--- src/rtl/clock_reset_ctrl.sv ---
// Board-side front end for the turtle CPU core.
// Conditions the raw reset button, mode switch and step button. Sequences
// the core reset through assert, hold and release. Issues the core clock
// enable: divided free-running steps in auto mode, or exactly one step per
// accepted press in manual mode. Also counts steps since the last release.
module clock_reset_ctrl #(
  parameter int CLK_PERIOD_NS     = 100,
  parameter int DEBOUNCE_NS       = 1000,
  parameter int RESET_HOLD_CYCLES = 16,
  parameter int AUTO_DIV          = 1
) (
  input  logic        clk,
  input  logic        rst_n,
  input  logic        reset_btn,
  input  logic        manual_clk_sw,
  input  logic        pulse_clk_btn,
  output logic        cpu_rst_n,
  output logic        cpu_clk_en,
  output logic        manual_mode,
  output logic [15:0] step_count
);

  localparam int DEBOUNCE_RAW    = DEBOUNCE_NS / CLK_PERIOD_NS;
  localparam int DEBOUNCE_CYCLES = (DEBOUNCE_RAW > 1) ? DEBOUNCE_RAW : 1;
  localparam int DB_W            = ($clog2(DEBOUNCE_CYCLES) > 0) ? $clog2(DEBOUNCE_CYCLES) : 1;
  localparam int DIV_W           = ($clog2(AUTO_DIV) > 0) ? $clog2(AUTO_DIV) : 1;

  localparam logic [DB_W-1:0]  DB_LAST   = DB_W'(DEBOUNCE_CYCLES - 1);
  localparam logic [DIV_W-1:0] DIV_LAST  = DIV_W'(AUTO_DIV - 1);
  localparam logic [15:0]      HOLD_LAST = 16'(RESET_HOLD_CYCLES - 1);

  typedef enum logic [1:0] {
    RST_ASSERT = 2'd0,
    RST_HOLD   = 2'd1,
    RUN        = 2'd2
  } state_t;

  // Bit 0: reset button, bit 1: mode switch, bit 2: step button.
  logic [2:0]      raw;
  logic [2:0]      sync_p0;
  logic [2:0]      sync_p1;
  logic [2:0]      deb;
  logic [DB_W-1:0] db_cnt [3];

  logic            rst_deb;
  logic            mode_deb;
  logic            pulse_deb;
  logic            pulse_prev;
  logic            step_rise;
  logic            mode_change;

  state_t          state;
  logic [15:0]     hold_cnt;
  logic [DIV_W-1:0] div_cnt;

  assign raw         = {pulse_clk_btn, manual_clk_sw, reset_btn};
  assign rst_deb     = deb[0];
  assign mode_deb    = deb[1];
  assign pulse_deb   = deb[2];
  assign step_rise   = pulse_deb & ~pulse_prev;
  assign mode_change = mode_deb ^ manual_mode;

  // Two-flop synchronizer for all raw board inputs.
  always_ff @(posedge clk or negedge rst_n) begin
    if (!rst_n) begin
      sync_p0 <= '0;
      sync_p1 <= '0;
    end else begin
      sync_p0 <= raw;
      sync_p1 <= sync_p0;
    end
  end

  // Per-input debouncer: accept a new level only after it has been seen
  // for DEBOUNCE_CYCLES consecutive cycles; any matching cycle restarts it.
  always_ff @(posedge clk or negedge rst_n) begin
    if (!rst_n) begin
      deb <= '0;
      for (int i = 0; i < 3; i++) begin
        db_cnt[i] <= '0;
      end
    end else begin
      for (int i = 0; i < 3; i++) begin
        if (sync_p1[i] == deb[i]) begin
          db_cnt[i] <= '0;
        end else if (db_cnt[i] == DB_LAST) begin
          deb[i]    <= ~deb[i];
          db_cnt[i] <= '0;
        end else begin
          db_cnt[i] <= db_cnt[i] + DB_W'(1);
        end
      end
    end
  end

  // Reset sequencer and step-enable generation with registered outputs.
  // The enable is computed from the same decision that moves the state, so
  // it can never be high in a cycle where cpu_rst_n is low.
  always_ff @(posedge clk or negedge rst_n) begin
    if (!rst_n) begin
      state       <= RST_ASSERT;
      hold_cnt    <= '0;
      div_cnt     <= '0;
      cpu_rst_n   <= 1'b0;
      cpu_clk_en  <= 1'b0;
      manual_mode <= 1'b0;
      pulse_prev  <= 1'b0;
    end else begin
      // History and mode track the debounced inputs in every state.
      pulse_prev  <= pulse_deb;
      manual_mode <= mode_deb;
      cpu_clk_en  <= 1'b0;
      case (state)
        RST_ASSERT: begin
          cpu_rst_n <= 1'b0;
          hold_cnt  <= '0;
          div_cnt   <= '0;
          if (!rst_deb) begin
            state <= RST_HOLD;
          end
        end
        RST_HOLD: begin
          cpu_rst_n <= 1'b0;
          div_cnt   <= '0;
          if (rst_deb) begin
            state    <= RST_ASSERT;
            hold_cnt <= '0;
          end else if (hold_cnt == HOLD_LAST) begin
            state     <= RUN;
            cpu_rst_n <= 1'b1;
            hold_cnt  <= '0;
          end else begin
            hold_cnt <= hold_cnt + 16'd1;
          end
        end
        RUN: begin
          if (rst_deb) begin
            // Reset wins over any step decided in this cycle.
            state     <= RST_ASSERT;
            cpu_rst_n <= 1'b0;
            div_cnt   <= '0;
          end else if (mode_change) begin
            // Mode switch: no step, divider restarts, pending edge dropped.
            div_cnt <= '0;
          end else begin
            div_cnt <= (div_cnt == DIV_LAST) ? '0 : div_cnt + DIV_W'(1);
            if (manual_mode) begin
              cpu_clk_en <= step_rise;
            end else begin
              cpu_clk_en <= (div_cnt == '0);
            end
          end
        end
        default: begin
          state     <= RST_ASSERT;
          cpu_rst_n <= 1'b0;
          hold_cnt  <= '0;
          div_cnt   <= '0;
        end
      endcase
    end
  end

  // Step counter: held at zero during core reset, wraps at 16 bits.
  always_ff @(posedge clk or negedge rst_n) begin
    if (!rst_n) begin
      step_count <= '0;
    end else if (!cpu_rst_n) begin
      step_count <= '0;
    end else if (cpu_clk_en) begin
      step_count <= step_count + 16'd1;
    end
  end

endmodule

--- config.mk ---
export PLATFORM = sky130hd
export DESIGN_NAME = clock_reset_ctrl
export DESIGN_NICKNAME = d
export VERILOG_FILES = /design/src/rtl/clock_reset_ctrl.sv
export SDC_FILE = /design/constraint.sdc
export NUM_CORES = 1
export LEC_CHECK = 0
export ABC_AREA = 1
export BUFFER_PORTS_ARGS = -buffer_cell sky130_fd_sc_hd__buf_2
export CORE_ASPECT_RATIO = 0.7
export CORE_MARGIN = 1
export CORE_UTILIZATION = 35
export CTS_BUF_LIST = sky130_fd_sc_hd__clkbuf_4
export DETAILED_ROUTE_END_ITERATION = 8
export GPL_TIMING_DRIVEN = 0
export PLACE_DENSITY_LB_ADDON = 0.25
export SLEW_MARGIN = 10
export SYNTH_ARGS = -nofsm -noshare
export SYNTH_HDL_FRONTEND = slang
export SYNTH_SLANG_ARGS = --single-unit
--- constraint.sdc ---
create_clock -name clk -period 3.9 [get_ports clk]
set_input_delay 0.78 -clock clk [delete_from_list [all_inputs] [get_ports clk]]
set_output_delay 0.78 -clock clk [all_outputs]
set_load 0.005 [all_outputs]
==> impl_metrics.ini <==
[synthesis]
synth_xor_area_share_pct = 2.87
synth_fp_nets = 398
yosys-top-cells-area = dfrtp_1, nand2_1, nor2_1
synthMuxAreaShare_pct = 0.327
synth_fa_ha_area_share_pct = 3.27
netlist_instances = 385
synth.avg_cell_area_um2 = 7.94
synth_top_area_share_pct = 48.3
ys_seq_area_share_pct = 48.3
synth_warnings = 0
syn-cell-area_um2 = 3060
synth_top_family_by_area = simple AND/OR/NAND/NOR gates
synth_cell_types = 29
yosys.area_share.simple_pct = 33.6
ys_ff_latch = 59
synth_compound_area_share_pct = 4.67
yosysTopAreaCell = dfrtp_1

[min_path]
hp-start = sync_p0[2]$_DFF_PN0_
hold_depth = 0
hp-class = register to register
min_to = sync_p1[2]$_DFF_PN0_

[global_route]
antenna_found_initial = 0
first_global_vias = 2344
grt_pass1_wl_mm = 10.9
overflow = 0
grt_usage_pct = 15.7
grt_max_degree = 60

[clocking]
cts_tree = built
clock_latency_ps = 430
cts_max_level = 3
cts_resized = 0
cts.clk_slew.worst_paths_ps = 110
cts_buffer_depth = 2
cts-buffers-inserted = 9
post_cts.repair.setup_buffers = 0
cts_sinks = 59
cts-root-buf = clkbuf_4
postCtsHoldBufs = 0

[finish]
drive_gt1_share_pct = 16.0
syn_to_final_growth_pct = 13.2
final_nets = 432
nFillCells = 901
design_area_um2 = 3460
final_util_pct = 41.0
antennaDiodeCount = 0
multiInputGateArea_um2 = 1370
seq_area_um2 = 1480

[floorplan]
coreArea_um2 = 8440
die_w_um = 114
start_util_pct = 36.2
fp.dieH_um = 80.2
die_area_um2 = 9120
placementRows = 28
io_pins = 24

[power_and_ir_drop]
leakage_nw = 1.65
clock_power_share_pct = 31.6
p_sw_share_pct = 31.8
p_per_area_nw_per_um2 = 407
p_comb_share_pct = 17.5
ir_drop_uv = 148
seq_power_share_pct = 50.9
p_sw_mw = 0.448
internal_power_mw = 0.961

[timing]
period_needed_ps = 1840
fmax_ghz = 0.543
finalHoldViolCount = 0
fin_tns_setup_ps = 0
fin_worst_skew_ps = 15.8
finalCritPeriodShare_pct = 47.2
worst-slew-pin-transition_ps = 741
worst_slack_ps = 2060
rsz0062_at_grt = no
slew_headroom_pct = 50.6
setup_viol = 0
slew_violations = 0

[drt]
vias = 2484
wl_per_cell_um = 11.6
drc = 1
drtIter0Drc = 124
vias_per_cell = 4.57
drt_wl_total_mm = 6.29
postRouteAntennaNets = 0
first_pass_iters = 6

[setup_path]
reg2reg_from = step_count[1]$_DFFE_PN0P_
path_cells = buf_2
path_max_fanout = 7
crit_slowest_cell = dfrtp_1
cp_top_family = flip-flops
critPathKind = register to output pin
r2r_end = step_count[10]$_DFFE_PN0P_
regToRegSetupSlack_ps = 2450
path_buf_inv = 1
startpoint = step_count[2]$_DFFE_PN0P_
cp-end-kind = output pin
cp.depth = 1
r2r_cells = 6
critical_path.max_stage_delay_ps = 480
arrival_ps = 1060
crit_required_ps = 3120
cp-start-kind = register

[status]
outcome = finished, violations left
violations = design-rule violations

[placement]
dp_worst_setup_slack_ps = 2450
dpl.hpwl_mm = 4.61
post_dp_cell_area_um2 = 3320
gp_congestion = 0.857
portBuffers = 23

[run]
cap_violations = 0
==> state kept, by name (all words and copies together), names as in the netlist <==
signal,cells
cpu_clk_en,1
hold_cnt,16
sync_p1,3
manual_mode,1
deb,3
pulse_prev,1
state,2
step_count,16
db_cnt,12
sync_p0,3
cpu_rst_n,1
==> worst max path at each step <==
stage	slack, ps	end
4_1_cts	2040	step_count[2]
5_1_grt	2000	step_count[2]
2_1_floorplan	2620	hold_cnt[4]$_DFFE_PN0N_
3_3_place_gp	1870	db_cnt[6]$_DFF_PN0_
3_5_place_dp	2450	hold_cnt[3]$_DFFE_PN0N_
6_report	2060	step_count[2]
==> layout by cell type, fill, tap and decap left out <==
cell,synthesis,routed
o21a_1,2,2
clkinv_2,1,2
buf_2,1,23
buf_6,1,1
clkbuf_4,0,11
ha_1,8,8
nand4_1,10,10
nand2_4,5,5
mux2i_1,1,1
nand2_1,94,94
a21oi_1,8,8
inv_2,4,4
nor2_4,3,3
clkinvlp_4,0,2
o21bai_1,1,1
nand2_2,6,6
o31ai_1,1,1
inv_1,47,47
o21ai_1,1,1
bufinv_16,0,1
xor2_1,6,6
buf_4,0,1
a22oi_2,1,1
dfrtp_1,59,59
nand3b_1,2,2
xnor2_1,4,4
nor2_2,6,6
nand3_1,22,22
nor4_1,1,1
nor3_4,1,1
o21ai_0,11,11
nor2_1,77,77
nor3_2,1,1
clkinv_1,0,1
==> power by group through the flow <==
stage	Combinational, mW	Clock (mW)	Sequential [mW]
after floorplan	0.192	0	0.718
after global placement	0.248	0	0.726
after detailed placement	0.254	0	0.730
after CTS	0.256	0.462	0.717
after global routing	0.289	0.486	0.725
final	0.247	0.445	0.717
==> cells in the mapped netlist, drive strengths merged <==
master / instances
a21oi: 8
a22oi: 1
buf: 2
clkinv: 1
dfrtp: 59
ha: 8
inv: 51
mux2i: 1
nand2: 105
nand3: 22
nand3b: 2
nand4: 10
nor2: 86
nor3: 2
nor4: 1
o21a: 2
o21ai: 12
o21bai: 1
o31ai: 1
xnor2: 4
xor2: 6
==> cell families (layout without fill, tap and decap cells) <==
kind of cell	after synthesis	after routing
flops	59	59
xor+xnor	10	10
fa+ha+maj	8	8
mux	1	1
buf+inv	54	93
compound gates	25	25
simple gates	228	228
==> metal layers <==
metal	track usage (%)	vias to the layer above	part of all wire, %
met1	21.4	1160	52
li1	-	1274	-
met5	0	-	0
met3	5.66	6	5.3
met4	4.87	0	0.84
met2	23.0	44	42
==> layout make-up <==
cell class | count | area share [%]
Clock buffer | 11 | 2.39
Multi-Input combinational cell | 272 | 39.5
Timing Repair Buffer | 23 | 3.40
Buffer | 2 | 0.470
Tap cell | 120 | 4.34
Inverter | 52 | 5.68
Clock inverter | 5 | 1.55
Sequential cell | 59 | 42.7
==> through the flow <==
step | cells | hold slack [ps] | power [mW]
2_1_floorplan | 385 | 331 | 0.910
3_3_place_gp | 528 | 332 | 0.973
3_5_place_dp | 528 | 335 | 0.984
4_1_cts | 544 | 359 | 1.44
5_1_grt | 544 | 368 | 1.50
6_report | 544 | 356 | 1.41
==> worst reg2reg max path: cells and delay by family (launching register included) <==
| kind | cells | cell delay [ps] |
|---|---|---|
| adders and majority gates | 1 | 250 |
| and+or+nand+nor | 5 | 660 |
| DFF | 1 | 440 |
Note: power is estimated with default switching activity, not from simulation.
